## config.mk

```make
export PLATFORM = sky130hd
export DESIGN_NAME = multicycle_control
export DESIGN_NICKNAME = d
export VERILOG_FILES = /design/src/rtl/multicycle_control.sv
export SDC_FILE = /design/constraint.sdc
export NUM_CORES = 1
export LEC_CHECK = 0
export ABC_AREA = 0
export CELL_PAD_IN_SITES_DETAIL_PLACEMENT = 1
export CELL_PAD_IN_SITES_GLOBAL_PLACEMENT = 2
export CORE_MARGIN = 5
export CORE_UTILIZATION = 28
export CTS_BUF_LIST = sky130_fd_sc_hd__clkbuf_8
export DETAILED_ROUTE_END_ITERATION = 10
export PLACE_DENSITY = 0.93
export SKIP_LAST_GASP = 1
export SLEW_MARGIN = 5
export SYNTH_ARGS = -nofsm -noshare
export SYNTH_HDL_FRONTEND = slang
export SYNTH_SLANG_ARGS = --single-unit
```

## constraint.sdc

```tcl
create_clock -name clk -period 3.2 [get_ports clk]
set_input_delay 0.96 -clock clk [delete_from_list [all_inputs] [get_ports clk]]
set_output_delay 0.96 -clock clk [all_outputs]
set_load 0.02 [all_outputs]
```

## src/rtl/multicycle_control.sv

```systemverilog
`default_nettype none
// ============================================================================
//  Module   : multicycle_control
//  Purpose  : Main controller for the multicycle RISC-V datapath. Steps each
//             instruction through fetch / decode / execute / memory /
//             writeback states and drives the datapath selects and strobes.
//             Memory accesses use a mem_req/mem_ready handshake with an
//             optional wait timeout. Illegal opcodes and timeouts lock the
//             FSM in a sticky TRAP state until reset.
//  Ports    : clk, rst            - clock, synchronous active-high reset
//             Opcode, Zero        - instr[6:0] (read in DECODE), ALU zero flag
//             mem_ready, mem_req  - memory handshake
//             PCWrite, AdrSrc, IRWrite, MemWrite, RegWrite,
//             ResultSrc, ALUSrcA, ALUSrcB, ALUOp - datapath control
//             trap, trap_cause    - sticky trap flag and cause (01 illegal,
//                                   10 memory timeout)
//             state               - current state encoding (debug)
//  Revision : 1.0 - initial release
// ============================================================================
module multicycle_control #(
   parameter int MEM_TIMEOUT = 16,
   parameter bit ENABLE_JAL  = 1'b1
) (
   input  wire logic       clk,
   input  wire logic       rst,
   input  wire logic [6:0] Opcode,
   input  wire logic       Zero,
   input  wire logic       mem_ready,
   output logic            mem_req,
   output logic            PCWrite,
   output logic            AdrSrc,
   output logic            IRWrite,
   output logic            MemWrite,
   output logic            RegWrite,
   output logic [1:0]      ResultSrc,
   output logic [1:0]      ALUSrcA,
   output logic [1:0]      ALUSrcB,
   output logic [1:0]      ALUOp,
   output logic            trap,
   output logic [1:0]      trap_cause,
   output logic [3:0]      state
);

   // Counter must be able to hold MEM_TIMEOUT itself; keep at least 1 bit
   // so the disabled configuration still elaborates.
   localparam int c_cnt_w = (MEM_TIMEOUT > 0) ? $clog2(MEM_TIMEOUT + 1) : 1;
   localparam logic [c_cnt_w-1:0] c_timeout = c_cnt_w'(MEM_TIMEOUT);

   typedef enum logic [3:0] {
      S_FETCH    = 4'd0,
      S_DECODE   = 4'd1,
      S_MEMADR   = 4'd2,
      S_MEMREAD  = 4'd3,
      S_MEMWB    = 4'd4,
      S_MEMWRITE = 4'd5,
      S_EXECR    = 4'd6,
      S_ALUWB    = 4'd7,
      S_EXECI    = 4'd8,
      S_JAL      = 4'd9,
      S_BEQ      = 4'd10,
      S_TRAP     = 4'd11
   } state_e;

   state_e               state_q, state_d;
   logic                 opb5_q, opb5_d;     // Opcode[5]: store vs load
   logic [1:0]           cause_q, cause_d;
   logic [c_cnt_w-1:0]   cnt_q, cnt_d;
   logic                 w_wait_state;
   logic                 w_timeout;

   always_ff @(posedge clk) begin
      if (rst) begin
         state_q <= S_FETCH;
         opb5_q  <= 1'b0;
         cause_q <= 2'b00;
         cnt_q   <= '0;
      end else begin
         state_q <= state_d;
         opb5_q  <= opb5_d;
         cause_q <= cause_d;
         cnt_q   <= cnt_d;
      end
   end

   // Next-state logic. A completing access (mem_ready=1) always beats the
   // timeout, since w_timeout is qualified with !mem_ready.
   always_comb begin
      state_d      = state_q;
      opb5_d       = opb5_q;
      cause_d      = cause_q;
      w_wait_state = (state_q == S_FETCH) || (state_q == S_MEMREAD) ||
                     (state_q == S_MEMWRITE);
      w_timeout    = (MEM_TIMEOUT != 0) && (cnt_q == c_timeout) && !mem_ready;

      // Any exit from a wait state (or any other state) clears the counter,
      // so it always starts from 0 on entry to the next wait state.
      if (w_wait_state && !mem_ready && !w_timeout && (MEM_TIMEOUT != 0))
         cnt_d = cnt_q + 1'b1;
      else
         cnt_d = '0;

      case (state_q)
         S_FETCH: begin
            if (mem_ready)      state_d = S_DECODE;
            else if (w_timeout) begin
               state_d = S_TRAP;
               cause_d = 2'b10;
            end
         end
         S_DECODE: begin
            opb5_d = Opcode[5];
            case (Opcode)
               7'b0000011,
               7'b0100011: state_d = S_MEMADR;
               7'b0110011: state_d = S_EXECR;
               7'b0010011: state_d = S_EXECI;
               7'b1100011: state_d = S_BEQ;
               7'b1101111: begin
                  if (ENABLE_JAL) state_d = S_JAL;
                  else begin
                     state_d = S_TRAP;
                     cause_d = 2'b01;
                  end
               end
               default: begin
                  state_d = S_TRAP;
                  cause_d = 2'b01;
               end
            endcase
         end
         S_MEMADR:   state_d = opb5_q ? S_MEMWRITE : S_MEMREAD;
         S_MEMREAD,
         S_MEMWRITE: begin
            if (mem_ready)
               state_d = (state_q == S_MEMREAD) ? S_MEMWB : S_FETCH;
            else if (w_timeout) begin
               state_d = S_TRAP;
               cause_d = 2'b10;
            end
         end
         S_MEMWB:    state_d = S_FETCH;
         S_EXECR:    state_d = S_ALUWB;
         S_EXECI:    state_d = S_ALUWB;
         S_ALUWB:    state_d = S_FETCH;
         S_JAL:      state_d = S_ALUWB;
         S_BEQ:      state_d = S_FETCH;
         S_TRAP:     state_d = S_TRAP;
         default:    state_d = S_FETCH;
      endcase
   end

   // Moore outputs; PCWrite/IRWrite additionally qualified by mem_ready or
   // Zero. Everything is forced low while rst is held so that an aborted
   // instruction cannot fire a strobe in the reset cycle.
   always_comb begin
      mem_req    = 1'b0;
      PCWrite    = 1'b0;
      AdrSrc     = 1'b0;
      IRWrite    = 1'b0;
      MemWrite   = 1'b0;
      RegWrite   = 1'b0;
      ResultSrc  = 2'b00;
      ALUSrcA    = 2'b00;
      ALUSrcB    = 2'b00;
      ALUOp      = 2'b00;
      trap       = 1'b0;
      trap_cause = 2'b00;
      state      = 4'd0;
      if (!rst) begin
         state = state_q;
         case (state_q)
            S_FETCH: begin
               mem_req   = 1'b1;
               ALUSrcB   = 2'b10;
               ResultSrc = 2'b10;
               IRWrite   = mem_ready;
               PCWrite   = mem_ready;
            end
            S_DECODE: begin
               ALUSrcA = 2'b01;
               ALUSrcB = 2'b01;
            end
            S_MEMADR: begin
               ALUSrcA = 2'b10;
               ALUSrcB = 2'b01;
            end
            S_MEMREAD: begin
               mem_req = 1'b1;
               AdrSrc  = 1'b1;
            end
            S_MEMWB: begin
               ResultSrc = 2'b01;
               RegWrite  = 1'b1;
            end
            S_MEMWRITE: begin
               mem_req  = 1'b1;
               AdrSrc   = 1'b1;
               MemWrite = 1'b1;
            end
            S_EXECR: begin
               ALUSrcA = 2'b10;
               ALUOp   = 2'b10;
            end
            S_EXECI: begin
               ALUSrcA = 2'b10;
               ALUSrcB = 2'b01;
               ALUOp   = 2'b10;
            end
            S_ALUWB:  RegWrite = 1'b1;
            S_JAL: begin
               ALUSrcA = 2'b01;
               ALUSrcB = 2'b10;
               PCWrite = 1'b1;
            end
            S_BEQ: begin
               ALUSrcA = 2'b10;
               ALUOp   = 2'b01;
               PCWrite = Zero;
            end
            S_TRAP: begin
               trap       = 1'b1;
               trap_cause = cause_q;
            end
            default: ;
         endcase
      end
   end

endmodule
`default_nettype wire

```

# Word level (Yosys, flattened, before mapping)
# Index checks and enable logic that the tools add are counted.
[classes] muxes=36 reduce_logical=22 addsub=1 n_bitwise=1 eq_ne=21
[op_table] cell="4-bit case mux with 6 select lines" n=1
[op_table] cell="2-bit case mux with 2 select lines" n=5
[op_table] cell="4-bit case mux with 5 select lines" n=1
[op_table] cell="2-bit 2-to-1 mux" n=9
[op_table] cell="4-bit by 3-bit == test with 1-bit output, second input constant" n=4
[op_table] cell="4-bit == test, second input constant" n=4
[op_table] cell="4-bit 2-to-1 mux" n=4
[op_table] cell="7-bit by 6-bit == test with 1-bit output, second input constant" n=2
[op_table] cell="7-bit == test, second input constant" n=2
[op_table] cell="2-bit OR reduction" n=7
[op_table] cell="1-bit 2-to-1 mux" n=13
[op_table] cell="3-bit OR reduction" n=3
[op_table] cell="4-bit by 2-bit == test with 1-bit output, second input constant" n=2
[op_table] cell="7-bit by 2-bit == test with 1-bit output, second input constant" n=1
[op_table] cell="7-bit by 5-bit == test with 1-bit output, second input constant" n=1
[op_table] cell="3-bit 2-to-1 mux" n=2
[op_table] cell="6-bit OR reduction" n=1
[op_table] cell="5-bit by 1-bit adder with 5-bit output, second input constant" n=1
[op_table] cell="5-bit == test, second input constant" n=1
[op_table] cell="4-bit by 1-bit == test with 1-bit output, second input constant" n=1
[op_table] cell="4-bit zero test" n=1
[op_table] cell="2-bit inequality test, second input constant" n=2
[op_table] cell="4-bit AND reduction" n=1
[op_table] cell="4-bit OR reduction" n=1
[op_table] cell="other kinds (7)" n=11
[totals] input_bits=11 reg_bits=12 word_cells=85 output_inout_bits=21

# Longest topological paths before layout
[depth] ltp_word=7 depth_mapped=6

# Least setup slack after synthesis
# Ideal clock, no wire load.
[synth_path] kind="in2out" start="in rst" end="out ALUSrcA[1]" path_slack_ns=0.160 arrival_ns=2.080 stages=1 n_path_buf=0 path_cell_list="a2111oi_0"
[synth_between] elab_chain_cells=1
[synth_rtl] element="from (decl)" line_no="25" text="input wire logic rst,"
[synth_rtl] element="2-bit 2-to-1 mux" line_no="169" text="if (!rst) begin"
[synth_rtl] element="to (decl)" line_no="36" text="output logic [1:0] ALUSrcA,"
# No other way between the ends.

# Worst setup path after layout
[layout_path] start="in mem_ready" end="out PCWrite"
[layout_between] elab_chain_cells=2
[layout_rtl] element="from (decl)" line_no="28" text="input wire logic mem_ready,"
[layout_rtl] element="1-bit case mux with 3 select lines" line_no="171" text="case (state_q)"
[layout_rtl] element="1-bit 2-to-1 mux" line_no="169"
[layout_rtl] element="to (decl)" line_no="30" text="output logic PCWrite,"
# No other way between the ends.

==> impl_results.md <==
- WL/cell: ~14 microns
- Root Buffer: clkbuf_8
- Chip width: approximately 70 microns
- Final Util: 0.425
- Endpoints failing hold: 0
- Top-area cell type share of the netlist area: 0.236
- Clock slew at reported path FFs: roughly 0.06 ns
- Crit path depth: 6
- Seq/Total Area, Yosys: 0.236
- Post-synth top area cell: dfxtp_1
- Slew @ Worst Pin: 0.563 ns
- Clk buf depth: 2
- CP Capture Type: primary output
- Relative slew slack: 0.624
- Ratio of cells with drive above 1 in the final layout: 0.223
- Library cells used by synthesis: roughly 40
- Nets@finish: 189
- CP max-delay cell: clkdlybuf4s50_1
- TritonCTS clock tree: built
- Status: finished clean
- Full die area: 4930 sq um
- Area Growth Syn to Fin: 43.0%
- Fmax: approximately 0.33 GHz
- Post-DRT Antenna Nets: 0
- Reg-to-reg slack, setup: around 1.4 ns
- GRT Total Usage: 0.132
- P_leak: 0.611 nW
- Critical Path RT: about 2.2 ns
- Final instance area: between 1000 and 1500 sq um
- # DRC: 0
- Final period util: 0.959
- IO Pins: 32
- Vias/cell: about 5.0
- Register-to-Register Path Depth: 5
- Synthesized area: ~1000 sq um
- Syn nets: 150
- Initial antenna violation count: 0
- Mapped Cells: 137
- Top delay family on crit path: buffers and inverters
- Via count of the first global-routing pass: between 1,000 and 1,500
- Worst path buffer plus inverter count: 2
- Pre-antenna DRT Iters: 4
- Worst Skew: ~0.0025 ns
- Minimum clock period: ~3.1 ns
- Ys Warns: 0
- Critical-path cell list: clkdlybuf4s50_1 -> nor3b_2 -> a21oi_1 -> o22ai_1 -> and2_1 -> buf_2
- Max cap viols: 0
- Pin count of the biggest net entering global routing: 17
- Die span in y: roughly 70 microns
- Clock latency on the worst-skew pair: roughly 0.24 ns
- Signal arrival time at the worst endpoint: between 2 and 2.5 ns
- GPL Wtd Cong: around 0.8
- Power per standard cell area: between 600 and 700 nW/um^2
- CTS buffer count: 3
- Crit Path Max Fanout: 2
- N_diodes: 0
- Row cnt: 21
- Core area: 3420 sq um
- CP peak stage delay: ~0.48 ns
- Count of final setup violators: 0
- Crit path launch type: input port
- Synth Area per Inst: roughly 7.4 sq um
- Number of synthesized register bits: 12
- Hold Path Stages: 1
- RSZ-0062 raised after global routing: no
- First-pass GRT wire length: around 5500 microns
- Vias after detailed routing: around 1,100
- Synth top area cells: dfxtp_1 24%, nand2b_1 5.5%, nor2_1 5.2%, a21oi_1 4.9%, nor3_1 4.9%
- Initial Util: 0.297
- Post-Route WL: approximately 3100 microns
- 1st-iter DRT viols: between 50 and 60
- Clock Sinks: 12
- Peak supply drop: approximately 200 uV
- Number of H-tree levels: 1
- Placed cell area: around 1400 sq um
- Critical path class: input port to primary output
- Hold WC Path Type: flip-flop to flip-flop
- Dpl hpwl: roughly 2500 microns
- Fin. max-slew vios: 0
- Buffers on Ports: 31
- Overflow after GRT: 0
- Cts-stage hold buffer count: 0
[flip-flops by register name (all words and copies together) (netlist names)]
name / cells
cause_q: 2
opb5_q: 1
cnt_q: 5
state_q: 4
[final timing paths]
kind | start | to
setup / recovery | mem_ready | PCWrite
hold / removal | cnt_q[0]$_SDFF_PP0_ | cnt_q[0]$_SDFF_PP0_
setup reg to reg | state_q[2]$_SDFF_PP0_ | cnt_q[3]$_SDFF_PP0_
hold reg to reg | cnt_q[0]$_SDFF_PP0_ | cnt_q[0]$_SDFF_PP0_
[cell type report]
type                            count  area [sq um]
Tap cell                           46          57.6
Fill cell                         441          1960
Inverter                            6          22.5
Sequential cell                    12           240
Timing Repair Buffer               43           358
Clock buffer                        4          55.1
Multi-Input combinational cell    110           719
[placed cells by master (no fill, tap or decap), types with 6 or more instances in the layout]
cell,instances
nand2_1,10
clkdlybuf4s50_1,9
inv_1,6
nand2b_1,8
nor2_1,14
a21oi_1,10
buf_4,12
dlygate4sd2_1,8
nor3_1,9
dfxtp_1,12
buf_2,8
[report_power, final]
part | total, mW | switching [mW] | internal [mW]
combinational | 0.559 | 0.308 | 0.250
sequential | 0.253 | 0.0716 | 0.181
clock | 0.168 | 0.0595 | 0.109
[metrics by stage]
step | setup slack (ns) | std cells | hold WS [ns] | power, mW | TNS [ns]
finish | 0.130 | 221 | 0.473 | 0.980 | 0
detailed placement | -0.483 | 217 | 0.468 | 0.847 | -6.37
global placement | -0.426 | 217 | 0.444 | 0.830 | -5.88
global route | 0.0442 | 221 | 0.492 | 1.06 | 0
CTS | -0.186 | 221 | 0.476 | 0.981 | -0.186
floorplan | 0.160 | 137 | 0.430 | 0.633 | 0
[cells by family after synthesis]
family / Yosys count / synth area share
xor gates and xnor gates: 6 / 0.0517
and+or+nand+nor: 70 / 0.403
DFF: 12 / 0.236
adders and majority gates: 2 / 0.0246
buffers and inverters: 15 / 0.0739
AOI/OAI and AO/OA: 32 / 0.211
[what timing repair did]
action / in CTS / in global routing
endpoints found under the setup margin: 21 / 13
gates cloned: 0 / 0
buffers inserted: 0 / 0
pin swaps: 0 / 1
gates resized for setup: 54 / 9
[per-layer routing]
metal | global-route usage | wire [microns] | share of wire
met1 | 0.171 | 1410 | 0.45
met2 | 0.225 | 1610 | 0.51
met5 | 0 | 0 | 0
met4 | 0.0447 | 63 | 0.020
met3 | 0.0158 | 65 | 0.021
[Yosys cell counts]
cell type,instances
o22ai_1,3
nor3b_1,3
a22oi_2,1
a21boi_0,1
nor4b_4,1
nor3_1,10
buf_2,6
nor2_1,14
buf_6,1
ha_1,2
a21o_1,1
or3_4,1
and2_1,5
o21a_1,1
o21ba_2,1
a221oi_1,1
o211ai_1,1
a2bb2oi_1,1
nand2b_1,9
nor4_1,1
a31oi_1,1
buf_4,1
and4bb_2,1
xor2_1,2
xnor2_1,4
and3b_1,2
or3_1,1
inv_1,6
nand4b_1,1
nand2_1,10
clkbuf_1,1
a21oi_1,10
or2_2,2
o31a_1,3
nand3_1,3
nor2b_1,4
a2111oi_0,1
nor4bb_1,2
dfxtp_1,12
a22o_1,1
o21ai_0,5
No activity file was read; power rests on OpenSTA's default activity.
